File: src/rtl/mcp3008_responder_pkg.sv
// rtl/mcp3008_responder_pkg.sv - shared constants and FSM state type for the MCP3008 responder
package mcp3008_responder_pkg;

  localparam int CFG_BITS = 4;
  localparam int DEF_RES  = 10;
  localparam int CNT_W    = 4;

  typedef enum logic [2:0] {
    ST_IDLE,
    ST_WAIT_START,
    ST_CFG,
    ST_NULL,
    ST_MSB,
    ST_LSB,
    ST_ZERO
  } state_e;

endpackage

File: src/rtl/spi_edge_sync.sv
// rtl/spi_edge_sync.sv - multi-flop synchronizer with one-clock rise/fall strobes
module spi_edge_sync #(
  parameter int SYNC_STAGES = 2
) (
  input  logic clk,
  input  logic rst,
  input  logic async_in,
  output logic sync_out,
  output logic rise,
  output logic fall
);

  logic [SYNC_STAGES-1:0] sync_q;
  logic                   hist_q;

  always_ff @(posedge clk) begin
    if (rst) begin
      sync_q <= '0;
      hist_q <= 1'b0;
    end else begin
      sync_q <= {sync_q[SYNC_STAGES-2:0], async_in};
      hist_q <= sync_q[SYNC_STAGES-1];
    end
  end

  assign sync_out = sync_q[SYNC_STAGES-1];
  assign rise     = sync_out & ~hist_q;
  assign fall     = ~sync_out & hist_q;

endmodule

File: src/rtl/mcp3008_responder.sv
// rtl/mcp3008_responder.sv - MCP3008 ADC emulator: oversampled SPI responder returning ch_data samples
module mcp3008_responder
  import mcp3008_responder_pkg::*;
#(
  parameter int SYNC_STAGES = 2,
  parameter int RES         = DEF_RES,
  parameter int NUM_CH      = 8
) (
  input  logic                  clk,
  input  logic                  rst,
  input  logic                  dclk,
  input  logic                  cs_n,
  input  logic                  din,
  output logic                  dout,
  output logic                  dout_oe,
  input  logic [NUM_CH*RES-1:0] ch_data,
  output logic                  cfg_sgl,
  output logic [2:0]            cfg_ch,
  output logic                  cfg_valid,
  output logic                  frame_done,
  output logic                  abort
);

  logic dclk_lvl, dclk_rise, dclk_fall;
  logic cs_lvl, cs_rise, cs_fall;
  logic din_lvl, din_rise, din_fall;

  spi_edge_sync #(.SYNC_STAGES(SYNC_STAGES)) u_sync_dclk (
    .clk(clk), .rst(rst), .async_in(dclk),
    .sync_out(dclk_lvl), .rise(dclk_rise), .fall(dclk_fall)
  );
  spi_edge_sync #(.SYNC_STAGES(SYNC_STAGES)) u_sync_cs (
    .clk(clk), .rst(rst), .async_in(cs_n),
    .sync_out(cs_lvl), .rise(cs_rise), .fall(cs_fall)
  );
  spi_edge_sync #(.SYNC_STAGES(SYNC_STAGES)) u_sync_din (
    .clk(clk), .rst(rst), .async_in(din),
    .sync_out(din_lvl), .rise(din_rise), .fall(din_fall)
  );

  logic unused_sync;
  assign unused_sync = &{1'b0, dclk_lvl, cs_rise, din_rise, din_fall};

  state_e              state_q, state_d;
  logic [CNT_W-1:0]    cnt_q, cnt_d;
  logic [CFG_BITS-2:0] cfg_sr_q, cfg_sr_d;
  logic [CFG_BITS-1:0] cfg_full;
  logic [RES-1:0]      sample_q, sample_d;
  logic                dout_q, dout_d, oe_q, oe_d;
  logic                sgl_q, sgl_d;
  logic [2:0]          ch_q, ch_d;
  logic                cv_q, cv_d, fd_q, fd_d, ab_q, ab_d;
  logic                done_seen_q, done_seen_d;

  assign cfg_full = {cfg_sr_q, din_lvl};

  always_comb begin
    state_d     = state_q;
    cnt_d       = cnt_q;
    cfg_sr_d    = cfg_sr_q;
    sample_d    = sample_q;
    dout_d      = dout_q;
    oe_d        = oe_q;
    sgl_d       = sgl_q;
    ch_d        = ch_q;
    cv_d        = 1'b0;
    fd_d        = 1'b0;
    ab_d        = 1'b0;
    done_seen_d = done_seen_q;
    // Deasserted chip select overrides every state and releases the pad immediately.
    if (cs_lvl) begin
      state_d     = ST_IDLE;
      oe_d        = 1'b0;
      dout_d      = 1'b0;
      ab_d        = (state_q != ST_IDLE) && !done_seen_q;
      done_seen_d = 1'b0;
    end else begin
      unique case (state_q)
        ST_IDLE: begin
          if (cs_fall) state_d = ST_WAIT_START;
        end
        ST_WAIT_START: begin
          if (dclk_rise && din_lvl) begin
            state_d = ST_CFG;
            cnt_d   = '0;
          end
        end
        ST_CFG: begin
          if (dclk_rise) begin
            cfg_sr_d = cfg_full[CFG_BITS-2:0];
            cnt_d    = cnt_q + 1'b1;
            if (cnt_q == CNT_W'(CFG_BITS - 1)) begin
              sgl_d    = cfg_full[CFG_BITS-1];
              ch_d     = cfg_full[2:0];
              cv_d     = 1'b1;
              sample_d = ch_data[int'(cfg_full[2:0])*RES +: RES];
              state_d  = ST_NULL;
            end
          end
        end
        ST_NULL: begin
          if (dclk_fall) begin
            oe_d    = 1'b1;
            dout_d  = 1'b0;
            state_d = ST_MSB;
            cnt_d   = CNT_W'(RES - 1);
          end
        end
        ST_MSB: begin
          if (dclk_fall) begin
            dout_d = sample_q[cnt_q];
            if (cnt_q == '0) begin
              fd_d        = 1'b1;
              done_seen_d = 1'b1;
              state_d     = ST_LSB;
              cnt_d       = CNT_W'(1);
            end else begin
              cnt_d = cnt_q - 1'b1;
            end
          end
        end
        ST_LSB: begin
          if (dclk_fall) begin
            dout_d = sample_q[cnt_q];
            if (cnt_q == CNT_W'(RES - 1)) state_d = ST_ZERO;
            else                          cnt_d   = cnt_q + 1'b1;
          end
        end
        ST_ZERO: begin
          if (dclk_fall) dout_d = 1'b0;
        end
        default: state_d = ST_IDLE;
      endcase
    end
  end

  always_ff @(posedge clk) begin
    if (rst) begin
      state_q     <= ST_IDLE;
      cnt_q       <= '0;
      cfg_sr_q    <= '0;
      sample_q    <= '0;
      dout_q      <= 1'b0;
      oe_q        <= 1'b0;
      sgl_q       <= 1'b0;
      ch_q        <= '0;
      cv_q        <= 1'b0;
      fd_q        <= 1'b0;
      ab_q        <= 1'b0;
      done_seen_q <= 1'b0;
    end else begin
      state_q     <= state_d;
      cnt_q       <= cnt_d;
      cfg_sr_q    <= cfg_sr_d;
      sample_q    <= sample_d;
      dout_q      <= dout_d;
      oe_q        <= oe_d;
      sgl_q       <= sgl_d;
      ch_q        <= ch_d;
      cv_q        <= cv_d;
      fd_q        <= fd_d;
      ab_q        <= ab_d;
      done_seen_q <= done_seen_d;
    end
  end

  assign dout       = dout_q;
  assign dout_oe    = oe_q;
  assign cfg_sgl    = sgl_q;
  assign cfg_ch     = ch_q;
  assign cfg_valid  = cv_q;
  assign frame_done = fd_q;
  assign abort      = ab_q;

endmodule

File: config.mk
export PLATFORM = sky130hd
export DESIGN_NAME = mcp3008_responder
export DESIGN_NICKNAME = d
export VERILOG_FILES = /design/src/rtl/mcp3008_responder_pkg.sv /design/src/rtl/spi_edge_sync.sv /design/src/rtl/mcp3008_responder.sv
export SDC_FILE = /design/constraint.sdc
export NUM_CORES = 1
export LEC_CHECK = 0
export BUFFER_PORTS_ARGS = -buffer_cell sky130_fd_sc_hd__buf_2
export CAP_MARGIN = 40
export CORE_MARGIN = 2
export CORE_UTILIZATION = 48
export DETAILED_ROUTE_END_ITERATION = 12
export PLACE_DENSITY = 0.88
export SETUP_SLACK_MARGIN = 0.5
export SLEW_MARGIN = 0
export SYNTH_ARGS = -nofsm -noshare
export SYNTH_HDL_FRONTEND = slang
export SYNTH_SLANG_ARGS = --single-unit
File: constraint.sdc
create_clock -name clk -period 3 [get_ports clk]
set_input_delay 0.3 -clock clk [delete_from_list [all_inputs] [get_ports clk]]
set_output_delay 0.3 -clock clk [all_outputs]
set_load 0.02 [all_outputs]
==> Yosys cells after proc, flatten, opt, wreduce, memory -nomap -nowiden <==
Cells that the tools add are included.
Widths: inputs -> output; s select.
{ "classes": {"eq_ne": 20, "muxes": 25, "n_addsub": 2, "n_reduce_logical": 21, "magnitude_cmp": 1, "mul": 1, "shifts": 1, "bitwise_logic": 11} }
{ "op_table": {"columns": ["cell", "n"], "rows": [
  ["$shiftx 80x8->10", 1],
  ["$mux 4", 7],
  ["$mux 3", 9],
  ["$pmux 3 s7", 1],
  ["$ne 2x2->1 const B", 10],
  ["$pmux 4 s5", 1],
  ["$reduce_and 10->1", 1],
  ["$eq 3x3->1 const B", 3],
  ["$reduce_and 3->1", 3],
  ["$not 1->1", 8],
  ["$reduce_and 8->1", 1],
  ["$reduce_or 2->1", 4],
  ["$reduce_or 4->1", 2],
  ["$eq 3x2->1 const B", 2],
  ["$mul 3x3->6 const B", 1],
  ["$lt 4x5->1 const B", 1],
  ["$mux 1", 5],
  ["$reduce_bool 5->1", 1],
  ["$add 4x1->4 const B", 1],
  ["$bmux 1 s4", 1],
  ["$eq 4x2->1 const B", 1],
  ["$eq 4x4->1 const B", 1],
  ["$logic_not 4->1", 1],
  ["$ne 2x1->1 const B", 2],
  ["11 further kinds", 14]
]} }
{ "word_totals": {"input_bits": 85, "reg_bits": 38, "out_inout_bits": 9} }

==> Longest topological paths before layout <==
{ "depth": {"depth_word": 5, "mapped_depth": 8, "mapped_depth_nobuf": 7} }

==> Modules after synthesis <==
A second synthesis with hierarchy kept.
{ "unflattened": {"cells_unflattened": 246, "hier_area_um2": 2453.6} }
{ "modules_own_cells": {"columns": ["mod", "seq_area_each_um2", "cells_per_inst", "area_per_inst_um2", "n_inst"], "rows": [
  ["mcp3008_responder", 600.6, 222, 2179.6, 1],
  ["spi_edge_sync", 60.1, 8, 91.3, 3]
]} }

==> Worst setup path after synthesis <==
Ideal clock, no wire load.
{ "synth_timing": {"path_type": "flip-flop to flip-flop", "start": "register cnt_q[1]", "end": "register state_q[1]", "n_path_buf": 1, "arrival_ps": 1972, "period_less_slack_ps": 2041, "stages_incl_launch_ff": 9, "required_time_ps": 2930, "setup_ps": 70, "setup_slack_ps": 959, "path_cell_list": "dfxtp_1 -> clkbuf_1 -> inv_1 -> ha_1 -> or3b_4 -> nand2_2 -> o221ai_1 -> or4_1 -> a21oi_1"} }
{ "synth_between": {"elab_chain_len": 3, "elab_cells_between_ends": 7} }
{ "synth_lines": {"columns": ["element", "line_no", "text"], "rows": [
  ["start, declared", "mcp3008_responder.sv:45", "logic [CNT_W-1:0] cnt_q, cnt_d;"],
  ["start signal, assigned", "mcp3008_responder.sv:153", "cnt_q <= cnt_d;"],
  ["$eq 4x4->1 (tied with other cells)", "mcp3008_responder.sv:125", "if (cnt_q == CNT_W'(RES - 1)) state_d = ST_ZERO;"],
  ["$ne 2x2->1 (no line)", null, null],
  ["$reduce_and 10->1 (no line) *", null, null],
  ["end signal, assigned", "mcp3008_responder.sv:152", "state_q <= state_d;"],
  ["end, declared", "mcp3008_responder.sv:44", "state_e state_q, state_d;"]
]} }
Every way passes the cells marked *; elsewhere a longest branch is shown, timed or not.
A chain may end at the register's enable or synchronous reset.

==> Final worst setup path <==
{ "layout_timing": {"start": "register cnt_q[0]", "end": "register state_q[1]"} }
The elaborated chain is that of the path after synthesis.

==> run summary <==
H-tree lvl count: 2
Most common cell after layout, fill and taps aside: buf_2
TritonCTS buffer count: 5
DRC: 0
FF-to-FF End: state_q[1]
Predominant post-synthesis flop cell: dfxtp_1
Grt ovf: 0
Cell count after synthesis: 239
VDD IR max: 0.3353 mV
Met1 usage: 27.31%
CTS Sinks: 38
Die ar.: 0.005721 mm^2
Busiest layer in global routing: met2
Setup TNS: 0 ns
Required time of the critical path: 3.23 ns
Clk_lat worst skew: 0.29 ns
FF-to-FF setup slack: 0.81 ns
Core Rows: 26
Reg-to-Reg Start: cnt_q[0]
CP Max Fanout: 11
Most frequent cells in the layout: buf_2, dfxtp_1, nor2_1
Vias: 2,198
Leak: 1.230 nW
R2R depth: 7
Hold buffer count at CTS: 0
Fillers: 421
Starting Density: 48.86%
Crit path DAT: 2.42 ns
Seq cells post-synth: 38
Met2 Usage GRT: 36.91%
Area Growth Syn to Fin: 22.70%
Syn Nets: 328
Startpoint types: register
Final Cycle Share: 73.13%
Placer Congestion: 0.9371
Slew Limit Fails: 0
Reg clk slew, reported paths: 0.07 ns
Longest Clk Path Bufs: 2
Post_cts resized: 0
Wire per inst: 15.46 um
Asr flop ratio synth: 0%
Post-synth EDFFs: 0
Area after DPL: 0.002944 mm^2
Setup crit end kind: register
Setup Buffers After CTS: 0
Critical path class: register to register
Vias in the first global route: 2,151
Final number of hold-violating endpoints: 0
Pwr/cell area: 361.0 mW/mm^2
Initial antenna violation count: 0
First-pass GRT wire length: 9.522 mm
Relative slew margins: 52.09%
Worst Setup EP: state_q[1]
Die height: 75.64 um
Max Clock Skew: 0.005885 ns
Syn_area_per_cell: 10.31 um^2
Clk root buf: clkbuf_8
Least-Margin Pin Slew: 0.7177 ns
Post-synth cell types: 52
Post-DRT Antenna Nets: 0
Share of cells above drive strength 1: 44.24%
Post-Route WL: 6.044 mm
Status: complete, no violations
Register area share after synthesis: 30.88%
Maxcap violations: 0
WHS Path Cells: 2
Core Region: 0.005042 mm^2
Final setup vio count: 0
Antenna fix cells: 0
Crit path launch: cnt_q[0]
Drt via density: 5.621
GR Layer Usage met3: 5.291%
Pin count of the biggest net entering global routing: 34
Post-synthesis cell area: 0.002464 mm^2
Final HPWL DP: 4.574 mm
GRT Overall Usage: 21.68%
Yosys warning total: 0
CTS tree: done
Die width: 75.64 um
Num ports: 94
F_max: 455.8 MHz
Final Cell Area: 0.003023 mm^2
DRT Pass-1 Iters: 5
NumNets Final: 410
Min Tclk post-route: 2.194 ns
Worst Hold Class: input port to register
RSZ-0062 raised after global routing: false
DR iter-0 viols: 147
Number of port buffers: 93
[logic make-up (layout without fill, tap and decap cells)]
kind of cell | count (synthesis) | after routing | synth area share (%)
adders and majority gates | 4 | 4 | 2.032
buffers and inverters | 26 | 108 | 4.774
DFF | 38 | 38 | 30.88
AOI/OAI and AO/OA | 50 | 50 | 15.49
and+or+nand+nor | 81 | 81 | 19.91
muxes | 40 | 40 | 26.92
[sequential cells by signal, indices dropped and copies added, names as in the netlist, 2 cells and up]
register	flops
cfg_sr_q	3
state_q	3
u_sync_dclk.sync_q	2
u_sync_cs.sync_q	2
cfg_ch	3
sample_q	10
cnt_q	4
u_sync_din.sync_q	2
[worst min-delay path by stage]
| stage | startpoint | endpoint | slack [ns] |
|---|---|---|---|
| after CTS | din | u_sync_din.sync_q[0] | 0.21 |
| after global routing | dclk | u_sync_dclk.sync_q[0] | 0.22 |
| after detailed placement | done_seen_q | abort | 0.41 |
| after global placement | done_seen_q | abort | 0.41 |
| final | cs_n | u_sync_cs.sync_q[0] | 0.22 |
| after floorplan | rst | u_sync_cs.hist_q | 0.38 |
[Yosys cell counts, types with 2 or more instances]
library cell	count	area, um^2
a21boi_0	2	15.01
nand2_1	5	18.77
o21a_1	3	22.52
nand2b_1	2	12.51
dfxtp_1	38	760.7
o21ai_0	9	45.04
nand3b_1	2	15.01
mux2i_1	19	190.2
a21oi_1	10	50.05
nor2b_1	11	68.82
nand3_1	2	10.01
buf_2	7	35.03
nor3_1	7	35.03
nor2_1	28	105.1
o21ai_1	3	15.01
a211oi_2	10	125.1
mux4_2	21	473.0
and4b_1	2	20.02
a31oi_1	3	18.77
or4_1	2	15.01
ha_1	4	50.05
and2_1	2	12.51
nand4_1	3	18.77
inv_1	6	22.52
buf_1	2	7.510
clkbuf_1	9	33.78
o221ai_1	2	17.52
[routing by layer]
layer / vias to the layer above / wire (um)
li1: 1065 / -
met5: - / 0
met3: 11 / 309
met2: 81 / 3252
met4: 0 / 108
met1: 1041 / 2374
[critical path, stage by stage, from the launching register on]
cell	delay (ns)
dfxtp_1	0.43
inv_1	0.16
ha_1	0.22
or3b_4	0.41
nand2_2	0.09
o221ai_1	0.23
or4_1	0.46
a21oi_1	0.12
[per-stage QoR]
| stage | utilization [%] | cells | setup slack [ns] | power (W) | hold slack, ns |
|---|---|---|---|---|---|
| 3_5_place_dp | 58.39 | 384 | 0.8392 | 0.0007699 | 0.4083 |
| 2_1_floorplan | - | 239 | 0.9585 | 0.0006965 | 0.3789 |
| 3_3_place_gp | 58.09 | 383 | 0.9385 | 0.0007612 | 0.4089 |
| 4_1_cts | 59.95 | 391 | 0.8294 | 0.001096 | 0.2112 |
| 5_1_grt | 59.95 | 391 | 0.6780 | 0.001145 | 0.2154 |
| 6_report | 59.95 | 391 | 0.8062 | 0.001091 | 0.2181 |
[area by class of cell]
cell class	count	area, um^2	share of cell area, %
Multi-Input combinational cell	175	1585	52.44
Sequential cell	38	760.7	25.17
Timing Repair Buffer	95	488.0	16.14
Tap cell	70	87.58	2.897
Clock buffer	5	68.82	2.276
Inverter	6	22.52	0.7450
Clock inverter	2	10.01	0.3311
[report_power, final]
part,switching [W],internal [W],total (W)
clock network,0.000173,0.000156,0.000329
logic,0.0000958,0.000117,0.000213
registers,0.0000326,0.000517,0.000550
Power figures use the tool's default switching activity.
